<file path="config.mk">
export PLATFORM = sky130hd
export DESIGN_NAME = multiword_add_sequencer
export DESIGN_NICKNAME = d
export VERILOG_FILES = /design/src/rtl/multiword_add_sequencer_pkg.sv /design/src/rtl/multiword_add_sequencer_word_adder_cin.sv /design/src/rtl/ripple_carry_adder.sv /design/src/rtl/multiword_add_sequencer.sv
export SDC_FILE = /design/constraint.sdc
export NUM_CORES = 1
export LEC_CHECK = 0
export CAP_MARGIN = 10
export CORE_MARGIN = 1
export CORE_UTILIZATION = 45
export DETAILED_ROUTE_END_ITERATION = 10
export PLACE_DENSITY = 0.72
export RECOVER_POWER = 50
export SYNTH_ARGS = -nofsm -noshare
export SYNTH_HDL_FRONTEND = slang
export SYNTH_SLANG_ARGS = --single-unit
</file>
<file path="constraint.sdc">
create_clock -name clk_i -period 4.7 [get_ports clk_i]
set_clock_uncertainty 0.1 [all_clocks]
set_input_delay 0.705 -clock clk_i [delete_from_list [all_inputs] [get_ports clk_i]]
set_output_delay 0.705 -clock clk_i [all_outputs]
set_load 0.02 [all_outputs]
</file>
<file path="src/rtl/multiword_add_sequencer_pkg.sv">
// Shared definitions for the multi-word add sequencer: FSM encoding and counter sizing.
package multiword_add_sequencer_pkg;

  typedef enum logic [1:0] {
    StIdle = 2'd0,
    StRun  = 2'd1,
    StDone = 2'd2
  } state_e;

  // Word counter width; never narrower than one bit so WORDS=1 still has a counter.
  function automatic int unsigned cnt_width(input int unsigned words);
    int unsigned w;
    w = $clog2(words);
    return (w < 1) ? 1 : w;
  endfunction

endpackage

</file>
<file path="src/rtl/multiword_add_sequencer_word_adder_cin.sv">
// One word of the sequenced add: operand add, then carry-in add, carries OR-ed.
module word_adder_cin #(
  parameter int unsigned NUMBITS = 8
) (
  input  logic [NUMBITS-1:0] a_i,
  input  logic [NUMBITS-1:0] b_i,
  input  logic               cin_i,
  output logic [NUMBITS-1:0] sum_o,
  output logic               cout_o
);

  logic [NUMBITS-1:0] s1;
  logic               c1;
  logic               c2;
  logic [NUMBITS-1:0] cin_ext;

  assign cin_ext = {{(NUMBITS - 1){1'b0}}, cin_i};

  ripple_carry_adder #(
    .NUMBITS (NUMBITS)
  ) u_op_add (
    .a_i        (a_i),
    .b_i        (b_i),
    .carryin_i  (1'b0),
    .sum_o      (s1),
    .carryout_o (c1)
  );

  ripple_carry_adder #(
    .NUMBITS (NUMBITS)
  ) u_cin_add (
    .a_i        (s1),
    .b_i        (cin_ext),
    .carryin_i  (1'b0),
    .sum_o      (sum_o),
    .carryout_o (c2)
  );

  // c1 and c2 are mutually exclusive, so OR is the exact carry.
  assign cout_o = c1 | c2;

endmodule

</file>
<file path="src/rtl/ripple_carry_adder.sv">
// Plain NUMBITS-wide ripple-carry adder with carry in and carry out.
module ripple_carry_adder #(
  parameter int unsigned NUMBITS = 8
) (
  input  logic [NUMBITS-1:0] a_i,
  input  logic [NUMBITS-1:0] b_i,
  input  logic               carryin_i,
  output logic [NUMBITS-1:0] sum_o,
  output logic               carryout_o
);

  logic [NUMBITS:0] carry;

  // Full-adder chain, LSB first.
  always_comb begin
    carry    = '0;
    sum_o    = '0;
    carry[0] = carryin_i;
    for (int i = 0; i < int'(NUMBITS); i++) begin
      sum_o[i]     = a_i[i] ^ b_i[i] ^ carry[i];
      carry[i + 1] = (a_i[i] & b_i[i]) | (carry[i] & (a_i[i] ^ b_i[i]));
    end
  end

  assign carryout_o = carry[NUMBITS];

endmodule

</file>
<file path="src/rtl/multiword_add_sequencer.sv">
// Adds two WORDS*NUMBITS operands one word per cycle through a shared NUMBITS adder.
module multiword_add_sequencer
  import multiword_add_sequencer_pkg::*;
#(
  parameter int unsigned NUMBITS = 8,
  parameter int unsigned WORDS   = 4
) (
  input  logic                       clk_i,
  input  logic                       reset_i,
  input  logic                       start_i,
  input  logic [WORDS*NUMBITS-1:0]   a_i,
  input  logic [WORDS*NUMBITS-1:0]   b_i,
  output logic                       busy_o,
  output logic                       done_o,
  output logic [WORDS*NUMBITS-1:0]   result_o,
  output logic                       carryout_o
);

  localparam int unsigned CntW = cnt_width(WORDS);
  localparam logic [CntW-1:0] LastCnt = CntW'(WORDS - 1);

  state_e state_q, state_d;
  logic [CntW-1:0]                   cnt_q, cnt_d;
  logic                              carry_q, carry_d;
  logic [WORDS-1:0][NUMBITS-1:0]     op_a_q, op_a_d;
  logic [WORDS-1:0][NUMBITS-1:0]     op_b_q, op_b_d;
  logic [WORDS-1:0][NUMBITS-1:0]     acc_q, acc_d;
  logic [WORDS*NUMBITS-1:0]          result_q, result_d;
  logic                              carryout_q, carryout_d;

  logic [NUMBITS-1:0]                word_sum;
  logic                              word_cout;
  logic                              accept;
  logic                              last_word;

  // Start is only honoured outside RUN; DONE accepts exactly like IDLE.
  assign accept    = start_i && (state_q != StRun);
  assign last_word = (cnt_q == LastCnt);

  word_adder_cin #(
    .NUMBITS (NUMBITS)
  ) u_word_adder (
    .a_i    (op_a_q[cnt_q]),
    .b_i    (op_b_q[cnt_q]),
    .cin_i  (carry_q),
    .sum_o  (word_sum),
    .cout_o (word_cout)
  );

  // FSM state register.
  always_ff @(posedge clk_i or posedge reset_i) begin
    if (reset_i) begin
      state_q <= StIdle;
    end else begin
      state_q <= state_d;
    end
  end

  // FSM next-state logic.
  always_comb begin
    state_d = state_q;
    unique case (state_q)
      StIdle:  state_d = accept ? StRun : StIdle;
      StRun:   state_d = last_word ? StDone : StRun;
      StDone:  state_d = accept ? StRun : StIdle;
      default: state_d = StIdle;
    endcase
  end

  // FSM outputs; decoded from state so reset clears them without waiting for a clock.
  always_comb begin
    busy_o = (state_q == StRun);
    done_o = (state_q == StDone);
  end

  // Datapath next-state: operand capture, per-word accumulate, final result latch.
  always_comb begin
    op_a_d     = op_a_q;
    op_b_d     = op_b_q;
    cnt_d      = cnt_q;
    carry_d    = carry_q;
    acc_d      = acc_q;
    result_d   = result_q;
    carryout_d = carryout_q;
    if (accept) begin
      op_a_d  = a_i;
      op_b_d  = b_i;
      cnt_d   = '0;
      carry_d = 1'b0;
    end else if (state_q == StRun) begin
      acc_d[cnt_q] = word_sum;
      carry_d      = word_cout;
      if (last_word) begin
        result_d   = acc_d;
        carryout_d = word_cout;
      end else begin
        cnt_d = cnt_q + 1'b1;
      end
    end
  end

  // Datapath registers.
  always_ff @(posedge clk_i or posedge reset_i) begin
    if (reset_i) begin
      op_a_q     <= '0;
      op_b_q     <= '0;
      cnt_q      <= '0;
      carry_q    <= 1'b0;
      acc_q      <= '0;
      result_q   <= '0;
      carryout_q <= 1'b0;
    end else begin
      op_a_q     <= op_a_d;
      op_b_q     <= op_b_d;
      cnt_q      <= cnt_d;
      carry_q    <= carry_d;
      acc_q      <= acc_d;
      result_q   <= result_d;
      carryout_q <= carryout_d;
    end
  end

  assign result_o   = result_q;
  assign carryout_o = carryout_q;

endmodule
</file>
-- Yosys cells after proc, flatten, opt, wreduce, memory -nomap -nowiden
Index checks and enable logic that the tools add are counted.
- reductions and logical operators: 8
- eq/ne operators: 5
- add/subtract/negate cells: 1
- bitwise gates (word level): 55
- mux-type cells: 15
- $lt $le $gt $ge: 2
- operators with widths (operator ; number):
    8-bit binary-select mux with 2-bit select ; 2
    32-bit bitwise mux ; 1
    8-bit 2-to-1 mux ; 3
    1-bit AND ; 23
    1-bit bitwise XOR ; 23
    8-bit demux with 2-bit select ; 1
    2-bit 2-to-1 mux ; 4
    1-bit bitwise OR ; 8
    2-bit == test, second input constant ; 2
    2-bit one-hot mux with 2 select lines ; 1
    2-bit AND reduction ; 2
    2-bit by 3-bit less-than comparator with 1-bit output, second input constant ; 1
    1-bit 2-to-1 mux ; 3
    3-bit AND reduction ; 1
    2-bit by 1-bit adder with 2-bit output, second input constant ; 1
    2-bit by 1-bit == test with 1-bit output, second input constant ; 1
    2-bit by 1-bit greater-or-equal comparator with 1-bit output, second input constant ; 1
    1-bit logical AND ; 2
    2-bit zero test ; 1
    2-bit by 1-bit != test with 1-bit output, second input constant ; 1
    2-bit != test, second input constant ; 1
    2-bit nonzero test ; 1
    2-bit OR reduction ; 1
    1-bit NOT ; 1
- flip-flop bits (word level): 134
- input port bits: 67

-- Longest topological paths before layout
Gate-level depths: netlist (run 1).
- word-level depth: 20
- mapped depth: 16
- gate-level depth less buffers: 14

-- Cells and area by module
A second synthesis (run 1) with hierarchy kept.
- cell total of the unflattened synthesis: 396
- area total of the unflattened synthesis: 5945.7 µm²
- modules (own cells, without submodules) (module ; instances ; cells each ; area an instance (µm²)):
    multiword_add_sequencer ; 1 ; 358 ; 5540.3
    ripple_carry_adder ; 2 ; 18 ; 197.7
    word_adder_cin ; 1 ; 2 ; 10.0

-- Worst setup path after synthesis (run 1)
Ideal clock, no wire load.
- kind: flip-flop to flip-flop
- start: register cnt_q[0]
- end: register acc_q[15] (netlist name)
- path slack: 0.307 ns
- arrival time: 4.168 ns
- stages on the path, launching flop included: 16
- data required time: 4.475 ns
- cells stage by stage: dfrtp_1 -> buf_6 -> buf_6 -> mux4_2 -> ha_1 -> fa_1 -> fa_1 -> inv_1 -> fa_1 -> fa_1 -> fa_1 -> inv_1 -> fa_1 -> fa_1 -> ha_1 -> mux2_2
- cells in the longest elaborated chain, start to end: 18
- elaborated cells on any way between the ends: 52
- RTL lines (element ; RTL line ; source):
    from (decl) ; multiword_add_sequencer.sv:23 ; logic [CntW-1:0] cnt_q, cnt_d;
    from (signal assigned) ; multiword_add_sequencer.sv:115 ; cnt_q <= cnt_d;
    8-bit binary-select mux with 2-bit select, on equally long branches ; multiword_add_sequencer.sv:43, multiword_add_sequencer.sv:44 ;
    8-bit 2-to-1 mux, on equally long branches ; multiword_add_sequencer.sv:43, multiword_add_sequencer.sv:44 ;
    1-bit AND / 1-bit bitwise XOR (equally long branches) ; ripple_carry_adder.sv:21, ripple_carry_adder.sv:20 ;
    1-bit AND ; ripple_carry_adder.sv:21 ; carry[i + 1] = (a_i[i] & b_i[i]) | (carry[i] & (a_i[i] ^ b_i[i]));
    1-bit bitwise OR ; ripple_carry_adder.sv:21 ;
    1-bit AND ; ripple_carry_adder.sv:21 ;
    1-bit bitwise OR ; ripple_carry_adder.sv:21 ;
    1-bit AND ; ripple_carry_adder.sv:21 ;
    1-bit bitwise OR ; ripple_carry_adder.sv:21 ;
    1-bit AND ; ripple_carry_adder.sv:21 ;
    1-bit bitwise OR ; ripple_carry_adder.sv:21 ;
    1-bit AND ; ripple_carry_adder.sv:21 ;
    1-bit bitwise OR ; ripple_carry_adder.sv:21 ;
    1-bit AND ; ripple_carry_adder.sv:21 ;
    1-bit bitwise OR ; ripple_carry_adder.sv:21 ;
    1-bit bitwise XOR (2 in a row) ; ripple_carry_adder.sv:20 ; sum_o[i] = a_i[i] ^ b_i[i] ^ carry[i];
    32-bit bitwise mux (*) ; multiword_add_sequencer.sv:91 ; acc_d[cnt_q] = word_sum;
    to (signal assigned) ; multiword_add_sequencer.sv:109 ; acc_q <= '0;
    to (signal assigned) ; multiword_add_sequencer.sv:117 ; acc_q <= acc_d;
    to (decl) ; multiword_add_sequencer.sv:27 ; logic [WORDS-1:0][NUMBITS-1:0] acc_q, acc_d;
Mark *: on every way between the ends. The rest lies on a longest branch, timed or not. The select of a mux whose other input is x is not followed.
A chain may end at the register's enable or synchronous reset.

-- Worst setup path in the final report (run 1)
- start: register cnt_q[0]
- end: register acc_q[7] (netlist name)
The elaborated chain is that of the path after synthesis.

==> impl_metrics.json, run 1 <==
{
  "outcome": "finished with violations",
  "violations": "max-capacitance violations, max-slew violations",
  "routed_wl_um": 11700,
  "fin_area_um2": 7590,
  "start_util_pct": 46.3,
  "syn_inst": 386,
  "fin_crit_ns": 4.42,
  "stdcell_count": 678,
  "track_usage_pct": 19.5,
  "synth_area_um2": 5840,
  "path_max_fanout": 7,
  "grt_setup_unrepaired": "false",
  "wire_per_inst_um": 17.3,
  "max-cap-violations": 2,
  "portBuffers": 101,
  "avgSynthCellArea_um2": 15.1,
  "critPathKind": "flip-flop to flip-flop",
  "layout.nets": 580,
  "dp_cells": 646,
  "clk_pin_slew_ns": 0.06,
  "cts_tree": "built",
  "globalplace.congestion": 0.756,
  "synth_top_area_share_pct": 54.0,
  "antenna_found_initial": 0,
  "slew_headroom_pct": -124,
  "io_pins": 102,
  "tightest_slew_ns": 3.35,
  "crit_path_end_kind": "flip-flop",
  "grt_max_degree": 73,
  "cp.required_ns": 4.90,
  "maxSlewViolCount": 140,
  "yosys_warnings": 0,
  "max_freq_mhz": 226,
  "die_h_um": 116,
  "syn-num-nets": 473,
  "r2r_setup_slack_ns": 0.28,
  "areaGrowthSynthToFinish_pct": 29.9,
  "cts_num_sinks": 126,
  "grt_first_pass_wirelength_um": 19000,
  "hold_viol": 0,
  "clk_latency_ns": 0.42,
  "worstPathArrival_ns": 4.62,
  "die_w_um": 116,
  "htree_levels": 4,
  "ant_nets": 0,
  "drt_iter0_drc": 145,
  "layout-drive-gt1-share_pct": 31.4,
  "firstDrtPassIters": 4,
  "final-setup-viol-count": 0,
  "synthTopCellsByArea": "dfrtp_1 54%, mux2_2 11%, mux2_4 9.8%",
  "dp_hpwl_um": 8400,
  "fin_setup_tns_ns": 0,
  "cts_made_buffers": 17,
  "hold_class": "flip-flop to flip-flop",
  "vias_per_cell": 4.94,
  "yosys.area.top_type": "dfrtp_1",
  "post-route-drc-count": 0,
  "grt_remaining_overflow": 0,
  "diodes": 0,
  "critPathLaunchType": "flip-flop",
  "place_area_um2": 6960,
  "coreArea_um2": 12600,
  "vias": 3350,
  "fp-row-count": 41,
  "fillCellCount": 1052,
  "grt_pass1_vias": 3652,
  "cts-resized-gates": 0,
  "post_cts_buffers": 0,
  "synth_seq_cells": 126,
  "yosysSeqAreaShare_pct": 54.0,
  "cts_max_path_buffers": 2,
  "cts_root_buffer": "clkbuf_16",
  "die_area_um2": 13400,
  "cts.hold.buffers_added": 0,
  "finalCritPeriodShare_pct": 94.0,
  "netlist-cell-type-count": 26
}
==> per-layer routing <==
layer	wire length, µm	track usage (%)	vias up
met2	5810	32.2	90
met1	5230	24.6	1667
met5	0	0	-
met3	525	6.17	12
li1	-	-	1581
met4	158	6.15	0
==> cell usage in the layout, fill, tap and decap left out, types with 15 or more instances in the layout <==
cell type	count
mux2_2	58
dlygate4sd3_1	15
dfrtp_1	125
nand2_1	26
o21ai_0	27
clkdlybuf4s50_1	86
mux2_4	38
inv_1	16
clkbuf_16	17
mux2i_1	24
mux4_2	16
==> flip-flops by register name, indices dropped and copies added (netlist names) <==
| signal | cells |
|---|---|
| op_b_q | 32 |
| cnt_q | 2 |
| acc_q | 24 |
| result_o | 32 |
| carryout_o | 1 |
| state_q | 2 |
| op_a_q | 32 |
| carry_q | 1 |
==> final timing paths <==
kind	start	endpoint	depth (start not counted)
min in group asynchronous	reset_i	result_o[5]	2
worst max-delay path	cnt_q[0]	acc_q[7]	13
worst min-delay path	result_o[2]	result_o[2]	2
worst max register to register	cnt_q[0]	acc_q[7]	13
max in group asynchronous	reset_i	cnt_q[0]	3
worst min register to register	result_o[2]	result_o[2]	2
==> final cells by class <==
cell class,count,area (µm²),share of cell area [%]
tap,172,215,2.84
timing repair buffer,109,1060,14.0
sequential,126,3150,41.6
clock buffer,19,453,5.97
multi-input combinational,222,2450,32.3
clock inverter,13,186,2.46
inverter,17,63.8,0.841
==> cells by family (layout without fill, tap and decap cells) <==
| group | count (synthesis) | in the layout | share of synthesized area, % |
|---|---|---|---|
| AO/OA/AOI/OAI | 29 | 29 | 2.61 |
| AND/OR/NAND/NOR | 37 | 37 | 2.98 |
| multiplexers | 136 | 136 | 31.2 |
| adder cells (fa/ha/maj) | 20 | 20 | 5.19 |
| flip-flops | 126 | 126 | 54.0 |
| buffers and inverters | 38 | 158 | 3.99 |
==> cells in the mapped netlist (all sizes together) <==
| cell | count |
|---|---|
| ha | 13 |
| dfrtp | 126 |
| fa | 7 |
| o21ai | 27 |
| nand2 | 29 |
| nor3b | 1 |
| nor3 | 1 |
| inv | 17 |
| nand2b | 2 |
| nand3 | 1 |
| mux2i | 24 |
| clkbuf | 2 |
| buf | 19 |
| mux2 | 96 |
| nor2b | 1 |
| mux4 | 16 |
| nand3b | 1 |
| nor2 | 1 |
| a31o | 2 |
==> per-stage QoR <==
| stage | hold WS, ns | utilization [%] | setup slack (ns) |
|---|---|---|---|
| 2_1_floorplan | 0.374 | - | 0.307 |
| 3_5_place_dp | 0.370 | 55.2 | 0.197 |
| 6_report | 0.371 | 60.1 | 0.282 |
| 4_1_cts | 0.382 | 60.3 | 0.154 |
| 3_3_place_gp | 0.362 | 55.2 | 0.316 |
| 5_1_grt | 0.391 | 60.1 | 0.0630 |
==> critical path, cell delays in order (launching register included) <==
cell	delay [ns]
dfrtp_2	0.46
mux4_2	0.54
ha_1	0.24
fa_1	0.38
fa_1	0.37
inv_1	0.07
fa_1	0.18
fa_1	0.21
fa_1	0.18
inv_1	0.05
fa_1	0.38
fa_1	0.44
ha_1	0.41
mux2_2	0.30
Power of run 1 is not shown: default switching activity piles up to over one toggle a cycle in this logic, so the estimate is an artifact.
==> run 2: changes to the inputs <==
--- a/config.mk
+++ b/config.mk
@@ -9,7 +9,7 @@
 export CORE_MARGIN = 1
 export CORE_UTILIZATION = 45
 export DETAILED_ROUTE_END_ITERATION = 10
-export PLACE_DENSITY = 0.72
+export PLACE_DENSITY = 0.7
 export RECOVER_POWER = 50
 export SYNTH_ARGS = -nofsm -noshare
 export SYNTH_HDL_FRONTEND = slang
==> constraint.sdc (replaced) <==
create_clock -name clk_i -period 5.2 [get_ports clk_i]
set_clock_uncertainty 0.1 [all_clocks]
set_input_delay 0.78 -clock clk_i [delete_from_list [all_inputs] [get_ports clk_i]]
set_output_delay 0.78 -clock clk_i [all_outputs]
set_load 0.02 [all_outputs]
==> impl_metrics.json, run 2 (synthesis gave the netlist of run 1 again) <==
{
  "htree_levels": 4,
  "start_util_pct": 46.3,
  "post_cts_buffers": 0,
  "layout-drive-gt1-share_pct": 25.9,
  "worstPathArrival_ns": 4.74,
  "fin_ws_ns": 0.641,
  "clk_latency_ns": 0.40,
  "final-setup-viol-count": 0,
  "cts_tree": "built",
  "die_area_um2": 13400,
  "cts_root_buffer": "clkbuf_16",
  "max-cap-violations": 2,
  "finalCritPeriodShare_pct": 87.7,
  "dp_hpwl_um": 7990,
  "fin_crit_ns": 4.56,
  "areaGrowthSynthToFinish_pct": 26.5,
  "cts-resized-gates": 0,
  "r2r_end": "acc_q[15]",
  "outcome": "finished with violations",
  "die_h_um": 116,
  "grt_first_pass_wirelength_um": 18500,
  "cp.required_ns": 5.39,
  "ant_nets": 0,
  "vias_per_cell": 4.97,
  "reg2reg_depth": 13,
  "post-route-drc-count": 0,
  "die_w_um": 116,
  "clk_pin_slew_ns": 0.05,
  "final_util_pct": 58.5,
  "reg2reg_from": "cnt_q[0]",
  "fillCellCount": 1073,
  "track_usage_pct": 18.8,
  "hp-start": "result_o[19]",
  "routed_wl_um": 11200,
  "critPathKind": "flip-flop to flip-flop",
  "holdPathStages": 2,
  "grt_remaining_overflow": 0,
  "whs_endpoint": "result_o[19]",
  "critPathLaunchType": "flip-flop",
  "grt_max_degree": 88,
  "cts_num_sinks": 126,
  "vias": 3347,
  "stdcell_count": 673,
  "layout_commonest_cell": "dfrtp_1",
  "r2r_setup_slack_ns": 0.64,
  "fin_setup_tns_ns": 0,
  "hold_viol": 0,
  "firstDrtPassIters": 4,
  "fp-row-count": 41,
  "crit_path_end_kind": "flip-flop",
  "multi_input_area_um2": 2370,
  "coreArea_um2": 12600,
  "slew_headroom_pct": -115,
  "antenna_found_initial": 0,
  "tightest_slew_ns": 3.22,
  "path_max_fanout": 11,
  "most-common-layout-cells": "126 x dfrtp_1, 66 x clkdlybuf4s50_1, 58 x mux2_2",
  "globalplace.congestion": 0.765,
  "regArea_um2": 3150,
  "maxSlewViolCount": 155,
  "grt_setup_unrepaired": "false",
  "pre_cts_ws_ns": 0.636,
  "drt_iter0_drc": 161,
  "hold_class": "flip-flop to flip-flop",
  "diodes": 0,
  "max_freq_mhz": 219,
  "dp_cells": 643,
  "io_pins": 102,
  "grt_pass1_vias": 3533,
  "portBuffers": 101,
  "violations": "max-capacitance violations, max-slew violations",
  "cts.hold.buffers_added": 0,
  "wire_per_inst_um": 16.7,
  "cts_max_path_buffers": 2,
  "cts_made_buffers": 17,
  "layout.nets": 577
}
run 2: worst max path at each step:
| stage | slack (ns) | cells past startpoint | from | end |
|---|---|---|---|---|
| 2_1_floorplan | 0.81 | 15 | cnt_q[0] | acc_q[15] |
| 3_3_place_gp | 0.71 | 13 | cnt_q[0] | result_o[31] |
| 3_5_place_dp | 0.64 | 13 | cnt_q[0] | acc_q[15] |
| 4_1_cts | 0.62 | 13 | cnt_q[0] | acc_q[15] |
| 5_1_grt | 0.34 | 14 | cnt_q[0] | result_o[7] |
| 6_report | 0.64 | 13 | cnt_q[0] | acc_q[15] |
run 2: routing by layer:
| layer | track usage, % | routed length (µm) | vias up |
|---|---|---|---|
| li1 | - | - | 1574 |
| met1 | 24.4 | 5150 | 1669 |
| met2 | 31.1 | 5500 | 92 |
| met3 | 4.71 | 463 | 12 |
| met4 | 5.56 | 130 | 0 |
| met5 | 0 | 0 | - |
run 2: metrics by stage:
stage               cell area (µm²)  hold slack, ns
floorplan                      5840           0.374
global placement               6940           0.362
detailed placement             6940           0.369
CTS                            7470           0.381
global route                   7380           0.388
finish                         7380           0.367
run 2: final cells by class:
| class | instances | area share, % |
|---|---|---|
| clock buffers | 22 | 6.29 |
| clock inverters | 8 | 0.915 |
| inverters | 17 | 0.864 |
| multi-input cells | 222 | 32.1 |
| flip-flops and latches | 126 | 42.7 |
| well taps | 172 | 2.91 |
| repair buffers | 106 | 14.2 |
run 2: critical path: stages, from the launching register on:
cell,delay (ns)
dfrtp_1,0.62
mux4_2,0.57
ha_1,0.23
fa_1,0.38
fa_1,0.37
inv_1,0.08
fa_1,0.18
fa_1,0.18
fa_1,0.17
inv_1,0.05
fa_1,0.38
fa_1,0.44
ha_1,0.40
mux2_2,0.30
Power of run 2 is left out for the same reason.
